$ cat src/rtl/gcd_job_sequencer.sv
// gcd_job_sequencer: queues operand pairs, feeds them serially to a
// subtraction-based GCD core and returns each result in input order.
//
// state  | meaning
// -------+----------------------------------------------------------
// IDLE   | waiting for a queued pair; zero operands resolved here
// CRST   | one-cycle clear of the core, core_data = A
// LOAD_A | one-cycle start pulse, core loads A
// LOAD_B | core loads B, timeout timer cleared
// WAIT   | waiting for core_done or timeout
// OUT    | result held on the output stream until accepted
module gcd_job_sequencer #(
    parameter int WIDTH   = 16,
    parameter int DEPTH   = 4,
    parameter int TIMEOUT = 1024
) (
    input  logic             clk_i,
    input  logic             rst_i,
    input  logic             in_valid_i,
    output logic             in_ready_o,
    input  logic [WIDTH-1:0] in_a_i,
    input  logic [WIDTH-1:0] in_b_i,
    output logic             out_valid_o,
    input  logic             out_ready_i,
    output logic [WIDTH-1:0] out_gcd_o,
    output logic             out_err_o,
    output logic             core_rst_o,
    output logic             core_start_o,
    output logic [WIDTH-1:0] core_data_o,
    input  logic [WIDTH-1:0] core_result_i,
    input  logic             core_done_i
);

    localparam int AW = $clog2(DEPTH);
    localparam int PW = AW + 1;
    localparam int TW = $clog2(TIMEOUT) + 1;

    typedef enum logic [2:0] {
        S_IDLE,
        S_CRST,
        S_LOAD_A,
        S_LOAD_B,
        S_WAIT,
        S_OUT
    } state_t;

    state_t           state_q;
    logic [WIDTH-1:0] mem_a_q [DEPTH];
    logic [WIDTH-1:0] mem_b_q [DEPTH];
    logic [PW-1:0]    wr_ptr_q;
    logic [PW-1:0]    rd_ptr_q;
    logic [WIDTH-1:0] op_a_q;
    logic [WIDTH-1:0] op_b_q;
    logic [WIDTH-1:0] out_gcd_q;
    logic             out_valid_q;
    logic             out_err_q;
    logic             core_rst_q;
    logic             core_start_q;
    logic [WIDTH-1:0] core_data_q;
    logic [TW-1:0]    timer_q;

    logic             empty;
    logic             full;
    logic             push;
    logic             pop;
    logic [WIDTH-1:0] head_a;
    logic [WIDTH-1:0] head_b;

    // Extra pointer bit distinguishes full from empty when the indices match.
    assign empty  = (wr_ptr_q == rd_ptr_q);
    assign full   = (wr_ptr_q[AW] != rd_ptr_q[AW]) &&
                    (wr_ptr_q[AW-1:0] == rd_ptr_q[AW-1:0]);
    assign push   = in_valid_i && !full;
    assign pop    = (state_q == S_IDLE) && !empty && !out_valid_q;
    assign head_a = mem_a_q[rd_ptr_q[AW-1:0]];
    assign head_b = mem_b_q[rd_ptr_q[AW-1:0]];

    assign in_ready_o   = !full;
    assign out_valid_o  = out_valid_q;
    assign out_gcd_o    = out_gcd_q;
    assign out_err_o    = out_err_q;
    assign core_rst_o   = core_rst_q;
    assign core_start_o = core_start_q;
    assign core_data_o  = core_data_q;

    // FIFO storage; contents need no reset because the pointers define validity.
    always_ff @(posedge clk_i) begin
        if (push) begin
            mem_a_q[wr_ptr_q[AW-1:0]] <= in_a_i;
            mem_b_q[wr_ptr_q[AW-1:0]] <= in_b_i;
        end
    end

    // FIFO pointers, wrapping modulo 2*DEPTH.
    always_ff @(posedge clk_i) begin
        if (rst_i) begin
            wr_ptr_q <= '0;
            rd_ptr_q <= '0;
        end else begin
            if (push) wr_ptr_q <= wr_ptr_q + 1'b1;
            if (pop)  rd_ptr_q <= rd_ptr_q + 1'b1;
        end
    end

    // Job sequencing FSM with all stream and core-side outputs registered.
    always_ff @(posedge clk_i) begin
        if (rst_i) begin
            state_q      <= S_IDLE;
            op_a_q       <= '0;
            op_b_q       <= '0;
            out_valid_q  <= 1'b0;
            out_gcd_q    <= '0;
            out_err_q    <= 1'b0;
            core_rst_q   <= 1'b0;
            core_start_q <= 1'b0;
            core_data_q  <= '0;
            timer_q      <= '0;
        end else begin
            unique case (state_q)
                S_IDLE: begin
                    if (pop) begin
                        op_a_q <= head_a;
                        op_b_q <= head_b;
                        // The subtraction core never terminates on a zero operand.
                        if (head_a == '0 || head_b == '0) begin
                            out_gcd_q   <= head_a | head_b;
                            out_err_q   <= 1'b0;
                            out_valid_q <= 1'b1;
                            state_q     <= S_OUT;
                        end else begin
                            core_rst_q  <= 1'b1;
                            core_data_q <= head_a;
                            state_q     <= S_CRST;
                        end
                    end
                end
                S_CRST: begin
                    core_rst_q   <= 1'b0;
                    core_start_q <= 1'b1;
                    core_data_q  <= op_a_q;
                    state_q      <= S_LOAD_A;
                end
                S_LOAD_A: begin
                    core_start_q <= 1'b0;
                    core_data_q  <= op_b_q;
                    state_q      <= S_LOAD_B;
                end
                S_LOAD_B: begin
                    timer_q <= '0;
                    state_q <= S_WAIT;
                end
                S_WAIT: begin
                    timer_q <= timer_q + 1'b1;
                    // done is checked first so it wins over a coincident timeout
                    if (core_done_i) begin
                        out_gcd_q   <= core_result_i;
                        out_err_q   <= 1'b0;
                        out_valid_q <= 1'b1;
                        state_q     <= S_OUT;
                    end else if (timer_q == TW'(TIMEOUT - 1)) begin
                        out_gcd_q   <= '0;
                        out_err_q   <= 1'b1;
                        out_valid_q <= 1'b1;
                        state_q     <= S_OUT;
                    end
                end
                S_OUT: begin
                    if (out_ready_i) begin
                        out_valid_q <= 1'b0;
                        state_q     <= S_IDLE;
                    end
                end
                default: state_q <= S_IDLE;
            endcase
        end
    end

endmodule
$ cat config.mk
export PLATFORM = sky130hd
export DESIGN_NAME = gcd_job_sequencer
export DESIGN_NICKNAME = d
export VERILOG_FILES = /design/src/rtl/gcd_job_sequencer.sv
export SDC_FILE = /design/constraint.sdc
export NUM_CORES = 1
export LEC_CHECK = 0
export BUFFER_PORTS_ARGS = -buffer_cell sky130_fd_sc_hd__buf_2
export CAP_MARGIN = 20
export CORE_MARGIN = 8
export CORE_UTILIZATION = 40
export CTS_BUF_LIST = sky130_fd_sc_hd__clkbuf_16
export DETAILED_ROUTE_END_ITERATION = 10
export REMOVE_ABC_BUFFERS = 1
export SLEW_MARGIN = 30
export SYNTH_ARGS = -nofsm -noshare
export SYNTH_HDL_FRONTEND = slang
export SYNTH_SLANG_ARGS = --single-unit
$ cat constraint.sdc
create_clock -name clk_i -period 3.51 [get_ports clk_i]
set_input_delay 0.5265 -clock clk_i [delete_from_list [all_inputs] [get_ports clk_i]]
set_output_delay 0.5265 -clock clk_i [all_outputs]
set_load 0.01 [all_outputs]
* Yosys cells after proc, flatten, opt, wreduce, memory -nomap -nowiden
Memories as Yosys holds them, arrays and structs flattened. A register that Yosys moved wholly into a read port is not among the register bits.
Cells that the tools add are included.
Widths: inputs -> output; s select.
** Operators by class
- Add/subtract/negate cells :: 3
- Eq/ne operators :: 14
- Multiplexer cells :: 35
- Bitwise logic cells :: 1
- Reductions and logical operators :: 23
** Operators with widths (count)
- $mux 16 :: 6
- $pmux 16 s3 :: 1
- $logic_not 16->1 :: 2
- $pmux 16 s2 :: 1
- $pmux 11 s2 :: 1
- $pmux 3 s6 :: 1
- $or 16x16->16 :: 1
- $mux 3 :: 5
- $mux 1 :: 12
- $add 11x1->11 const B :: 1
- $eq 11x10->1 const B :: 1
- $reduce_and 3->1 :: 3
- $mux 2 :: 4
- $reduce_bool 2->1 :: 4
- $add 3x1->3 const B :: 2
- $eq 3x2->1 const B :: 2
- $eq 3x3->1 const B :: 2
- $ne 2x2->1 const B :: 3
- $pmux 1 s2 :: 3
- $reduce_bool 3->1 :: 2
- $reduce_and 5->1 :: 1
- $logic_and 1x1->1 :: 4
- $reduce_and 4->1 :: 1
- $eq 3x1->1 const B :: 1
- other kinds (10) :: 12
** Word-level totals
- Bits in registers :: 88
- Memory bits (writable) :: 128
- Memories kept :: 2
** Memory list
- mem_a_q :: words 4, width 16, rd ports 1, clocked after Yosys merged registers in 1, write ports 1, RTL line 48 : logic [WIDTH-1:0] mem_a_q [DEPTH];
- mem_b_q :: words 4, width 16, rd ports 1, clocked after Yosys merged registers in 1, write ports 1, RTL line 49 : logic [WIDTH-1:0] mem_b_q [DEPTH];

* Depth between registers and ports, before layout
Gate-level depths: netlist of run 1.
- Word-level depth :: 6
- Gate-level depth with buffers :: 10
- Depth with buffers taken out :: 7

* Worst setup path after synthesis of run 1
OpenSTA, ideal clock, no wires.
- Path kind :: register to register
- Start point :: register (tool-made name)
- End point :: register out_gcd_q[10] (netlist: out_gcd_o[10])
- Library setup time :: 0.121 ns
- Arrival time :: 2.668 ns
- Required time :: 3.389 ns
- Setup slack :: 0.720 ns
- Stages on the path, launching flop included :: 11
- Path buffers :: 4
- Cell sequence :: dfxtp_1 buf_6 buf_4 buf_4 mux4_2 nor4_1 nand4_1 o31ai_4 a21oi_2 buf_6 mux2_4
** RTL lines
- end signal, assigned :: RTL line 126 : out_gcd_q <= head_a | head_b;
- end signal, assigned :: RTL line 156 : out_gcd_q <= core_result_i;
- end, declared :: RTL line 54 : logic [WIDTH-1:0] out_gcd_q;

==> flow_summary.toml, run 1 <==
[power]
p_sw_w = 0.00261
p_leak_nw = 3.70
p_comb_share_pct = 28.4
p_clk_share_pct = 29.1
switching_share_pct = 32.6
ir_worst_vdd_mv = 0.439
seq_power_share_pct = 42.5
p_int_w = 0.00539
power_density_nw_per_um2 = 770

[setup_path]
path_cells = "buf_12, buf_12, buf_4, mux4_2, nor4_1, nand4_1, o31ai_4, a21oi_2, buf_12, mux2_4"
endpoint_kind = "flip-flop"
cp.arrival_ns = 3.47
crit_fanout = 18
path_class = "reg2reg"
crit_top_cell = "buf_12"
critical_path.top_delay_family = "multiplexers"
start_kind = "flip-flop"
crit_buf_inv = 4
critPathRequiredTime_ns = 3.91
max_stage_delay_ns = 0.55
slowest_stage = "mux4_2"

[global_route]
grt_use_total_pct = 16.7
antenna_found_initial = 1
grt-ovfl-total = 0
grt_pass1_vias = 6157
grt_max_degree = 79
grt_pass1_wl_um = 34900

[status]
status = "completed"

[sta]
finalSetupViolations = 0
clock_skew_ns = 0.00964
finalCritPeriodShare_pct = 87.6
hold_violations = 0
worstMarginPinSlew_ns = 0.885
fmax_mhz = 325
relSlewSlack_pct = 41.0
period_needed_ns = 3.08
rsz0062_at_grt = "no"
drv_slew = 0

[drt]
vias_per_cell = 5.54
drc = 0
wl_per_cell_um = 21.2
dr.pass1.iters = 7
first_iter_violations = 587
drtAntennaViolNets = 0
via_count = 5905
drt_wl_total_um = 22600

[yosys]
synth-xor-area-share_pct = 0.696
synth_mux_area_share_pct = 10.7
synth_edf_count = 128
ys_types = 52
yosys.area.top_type_share_pct = 43.6
synth.yosys.warnings = 0
netlist_area_um2 = 8810
synth_top_cell_by_area = "edfxtp_1"
async_flop_share_pct = 0
yosys.area_share.adder_pct = 0.852
synth_compound_area_share_pct = 11.0
syn-instance-count = 675
synth_top_family_by_area = "compound AO/OA/AOI/OAI gates"
syn_avg_cell_area_um2 = 13.1
synthSimpleGateAreaFrac_pct = 10.0
yosys-top-cells-area = "edfxtp_1 (44%), dfxtp_1 (20%), mux4_2 (8.2%)"
synthFlopType = "edfxtp_1"
synth_seq_cells = 218
ys_seq_area_share_pct = 64.1

[min_path]
holdCritPathClass = "in2reg"
hold_start = "in_b_i[9]"

[clock_tree]
cts_made_buffers = 24
cts_tree = "done"
cts.clk_slew.worst_paths_ns = 0.06
worstSkewPairLatency_ns = 0.52
htree_num_levels = 1
clk_path_buf_depth = 3
cts-resized-gates = 0
cts_root_buf = "clkbuf_16"
postCtsSetupBuffers = 0
numClockSinks = 218
holdBufCountCts = 0

[die]
die_h_um = 164
row_count = 54
die_w_um = 164
initial_core_util_pct = 40.5
die_area_um2 = 27000
core_area_um2 = 21800
ios = 90

[placement]
place_inst = 1024
portBuffers = 89
place.gp.congestion = 0.805
post-dp-hpwl_um = 14600

[finish]
final_nets = 829
synthToLayoutAreaGrowth_pct = 17.8
antennaDiodeCount = 0
utilization_pct = 47.7
instances_no_fill = 1066
layout_commonest_cell = "edfxtp_1"
final_cell_mix = "edfxtp_1 (128), dfxtp_1 (89), buf_2 (88), a21oi_1 (78), nand2_1 (73)"
drive_gt1_share_pct = 25.6

[flow_run]
drv_cap = 0
## kinds of logic after synthesis
kind of cell    after synthesis
flops                       218
buf+inv                      52
xor+xnor                      7
mux                          49
simple gates                186
fa+ha+maj                     6
compound gates              157
## worst paths after layout
path | endpoint | slack (ns) | cells after the start
max | out_gcd_o[8]$_SDFFE_PP0P_ | 0.43 | 10
min reg2reg | op_a_q[3]$_SDFFE_PP0P_ | 0.45 | 2
min | mem_b_q[0][9]$_DFFE_PP_ | 0.23 | 1
max reg2reg | out_gcd_o[8]$_SDFFE_PP0P_ | 0.43 | 10
## layer usage
metal | vias up | global-route usage, % | wire (µm)
met1 | 2936 | 21.1 | 9490
met2 | 189 | 28.6 | 11100
met4 | 2 | 5.08 | 534
li1 | 2739 | - | -
met3 | 39 | 3.19 | 1430
met5 | - | 0 | 8
## worst register-to-register path, cell delays in order (launching register included)
cell and delay [ns]:
dfxtp_2 0.34, buf_12 0.15, buf_12 0.20, buf_4 0.19, mux4_2 0.55, nor4_1 0.36
nand4_1 0.28, o31ai_4 0.15, a21oi_2 0.20, buf_12 0.24, mux2_4 0.31
## cell type report
class                           instances  area [µm²]
Clock buffer                           25         626
Clock inverter                         17        98.8
Fill cell                            1964       11400
Inverter                                8        30.0
Multi-Input combinational cell        405        2960
Sequential cell                       218        5650
Tap cell                              280         350
Timing Repair Buffer                  113         666
## Yosys cell counts (4+ instances only)
| cell | n |
|---|---|
| edfxtp_1 | 128 |
| nor3_1 | 4 |
| ha_1 | 6 |
| buf_1 | 4 |
| and3_1 | 6 |
| o21ai_0 | 26 |
| a21oi_1 | 78 |
| xnor2_1 | 6 |
| nor2b_1 | 17 |
| inv_1 | 8 |
| nand3_1 | 38 |
| o22a_1 | 15 |
| mux4_2 | 32 |
| mux2_2 | 7 |
| nor2_1 | 25 |
| mux2_4 | 9 |
| nor4_1 | 9 |
| dfxtp_1 | 90 |
| nand2_1 | 73 |
| a22oi_1 | 16 |
| clkbuf_1 | 32 |
## metrics by stage
stage                     area [µm²]  setup TNS, ns  hold WS (ns)  total power [W]  setup slack, ns
after global routing           10400              0         0.217          0.00840            0.254
after global placement          9650              0         0.442          0.00565            0.329
after floorplan                 8610         -18.40         0.430          0.00476           -0.668
after detailed placement        9650              0         0.447          0.00571            0.278
final                          10400              0         0.227          0.00799            0.434
after CTS                      10400              0         0.212          0.00804            0.254
## power by group through the flow
stage          clock, W  combinational (W)  sequential, W
4_1_cts         0.00237            0.00228        0.00339
3_5_place_dp          0            0.00227        0.00344
3_3_place_gp          0            0.00223        0.00342
2_1_floorplan         0            0.00127        0.00349
6_report        0.00233            0.00227        0.00340
5_1_grt         0.00247            0.00250        0.00343
## state kept, by name (all words and copies together) (netlist names), named ones only
signal	count
out_err_o	1
wr_ptr_q	3
out_valid_o	1
rd_ptr_q	3
mem_b_q	64
op_a_q	16
out_gcd_o	16
state_q	3
mem_a_q	64
core_data_o	16
core_rst_o	1
core_start_o	1
op_b_q	16
timer_q	11
No activity file was read; power rests on OpenSTA's default activity.
==> run 2, diff against run 1 <==
Settings changed: ABC_AREA from default to 1, ABC_CLOCK_PERIOD_IN_PS from default to 3510, GPL_ROUTABILITY_DRIVEN from default to 0.
==> run 2 against run 1 <==
Wire length up 1.6%. Final cell count up 24%. Hold slack better by 0.0058 ns. Clock skew up 0.0047 ns. Fmax grew 13%. Power grew 11%. Clock power up 13%. Synthesized cell count increased by 39%. Final area increased by 1.9%. Register-to-register slack improved by 0.35 ns. Synthesized area grew 2.5%. Worst setup slack improved by 0.35 ns.
==> flow_summary.toml, run 2 <==
[status]
status = "completed"

[clock_tree]
numClockSinks = 218
cts-resized-gates = 0
cts_made_buffers = 24
htree_num_levels = 1
worstSkewPairLatency_ns = 0.51
cts.clk_slew.worst_paths_ns = 0.06
cts_root_buf = "clkbuf_16"
clk_path_buf_depth = 3
cts_tree = "done"
postCtsSetupBuffers = 0
holdBufCountCts = 0

[setup_path]
crit_fanout = 34
start_kind = "flip-flop"
path_cells = "inv_2, buf_12, nand2_1, nand3_1, nand2_1, nand2_1, inv_1, nand2_1, nor2_1, nand2_1, nand2_2, nand2_2, nand2_4, nand2_2, nand2_1, a21oi_1"
cp.arrival_ns = 3.16
max_stage_delay_ns = 0.44
path_class = "reg2reg"
crit_top_cell = "nand2_1"
critPathRequiredTime_ns = 3.94
endpoint_kind = "flip-flop"
critical_path.top_delay_family = "simple AND/OR/NAND/NOR gates"
slowest_stage = "inv_2"
crit_buf_inv = 3

[placement]
post-dp-hpwl_um = 14700
portBuffers = 89

[die]
row_count = 55
initial_core_util_pct = 40.3
die_area_um2 = 27600
core_area_um2 = 22400
die_h_um = 166
die_w_um = 166
ios = 90

[yosys]
yosys-top-cells-area = "edfxtp_1 (43%), dfxtp_1 (20%), nand2_1 (11%)"
synth_edf_count = 128
synth_top_cell_by_area = "edfxtp_1"
netlist_area_um2 = 9030
ys_seq_area_share_pct = 62.5
async_flop_share_pct = 0
synth_seq_cells = 218
yosys.area.top_type_share_pct = 42.6
synthFlopType = "edfxtp_1"
synth_common_cells = "nand2_1 (261), edfxtp_1 (128), nand3_1 (103), a21oi_1 (98), dfxtp_1 (90)"
syn_avg_cell_area_um2 = 9.62
synth.yosys.warnings = 0
yosysMostFrequentCell = "nand2_1"
syn-instance-count = 939
ys_types = 32

[drt]
first_iter_violations = 599
drc = 0
drt_wl_total_um = 22900
wl_per_cell_um = 17.4
vias_per_cell = 5.20
drtAntennaViolNets = 0
via_count = 6864
dr.pass1.iters = 5

[global_route]
grt_pass1_wl_um = 35600
grt_max_degree = 65
antenna_found_initial = 0
grt_use_total_pct = 16.0
grt-ovfl-total = 0
grt_pass1_vias = 6378

[sta]
rsz0062_at_grt = "no"
drv_slew = 0
hold_violations = 0
finalCritPeriodShare_pct = 77.7
period_needed_ns = 2.73
clock_skew_ns = 0.0143
fmax_mhz = 367
finalSetupViolations = 0
holdWs_ns = 0.233
worstMarginPinSlew_ns = 0.728
fin_tns_setup_ns = 0
relSlewSlack_pct = 51.4

[power]
power_density_nw_per_um2 = 836
total_power_w = 0.00884
ir_worst_vdd_mv = 0.392
p_leak_nw = 4.12

[flow_run]
drv_cap = 0

[finish]
layout_commonest_cell = "nand2_1"
synthToLayoutAreaGrowth_pct = 17.1
drive_gt1_share_pct = 15.6
utilization_pct = 47.1
final_nets = 1075
final_cell_mix = "nand2_1 (261), edfxtp_1 (128), nand3_1 (103), a21oi_1 (98)"
antennaDiodeCount = 0

[min_path]
holdCritPathClass = "in2reg"
[run 2: changes by cell type in the layout (fill, tap and decap cells not counted), moves of 20 or more]
cell     delta
nand2_1   +188
nand3_1    +65
mux4_2     -32
inv_1      +27
a21oi_1    +20
[run 2: stage by stage]
| step | instances | instance area (µm²) | setup WS [ns] |
|---|---|---|---|
| after global routing | 1319 | 10600 | 0.502 |
| after CTS | 1319 | 10600 | 0.746 |
| final | 1319 | 10600 | 0.782 |
| after floorplan | 880 | 8720 | 0.138 |
| after global placement | 1275 | 9740 | 0.833 |
| after detailed placement | 1275 | 9740 | 0.766 |
[run 2: kinds of logic after synthesis]
logic type | Yosys count | synth area share, %
buf+inv | 101 | 5.18
simple gates | 431 | 20.4
xor+xnor | 2 | 0.194
compound gates | 181 | 10.9
flops | 218 | 62.5
fa+ha+maj | 6 | 0.831
[run 2: path summary, 6_finish.rpt]
| path | startpoint | to | slack, ns | cells after the start |
|---|---|---|---|---|
| worst max-delay path | flip-flop | out_gcd_o[12]$_SDFFE_PP0P_ | 0.78 | 16 |
| worst min-delay path | in_a_i[11] | mem_a_q[1][11]$_DFFE_PP_ | 0.23 | 1 |
| worst max register to register | flip-flop | out_gcd_o[12]$_SDFFE_PP0P_ | 0.78 | 16 |
| worst min register to register | out_gcd_o[7]$_SDFFE_PP0P_ | out_gcd_o[7]$_SDFFE_PP0P_ | 0.46 | 2 |
[run 2: report_power, final]
group          total (W)  switching (W)  leakage, nW  internal (W)
registers        0.00326       0.000194         1.91       0.00307
clock network    0.00263       0.000981        0.418       0.00165
logic            0.00295        0.00204         1.78      0.000910
total            0.00884        0.00321         4.12       0.00563
[run 2: per-layer routing]
| metal | up-vias | global-route usage [%] | wire (µm) |
|---|---|---|---|
| met2 | 190 | 25.5 | 10500 |
| met5 | - | 0 | 0 |
| met3 | 32 | 2.61 | 1230 |
| met4 | 0 | 4.00 | 394 |
| li1 | 3420 | - | - |
| met1 | 3222 | 22.2 | 10800 |
[run 2: cell type report]
class                   instances  area [µm²]
clock buffers                  25         626
clock inverters                19         215
fillers                      2086       11900
inverters                      42         158
multi-input cells             620        2950
flip-flops and latches        218        5650
well taps                     285         357
repair buffers                110         628
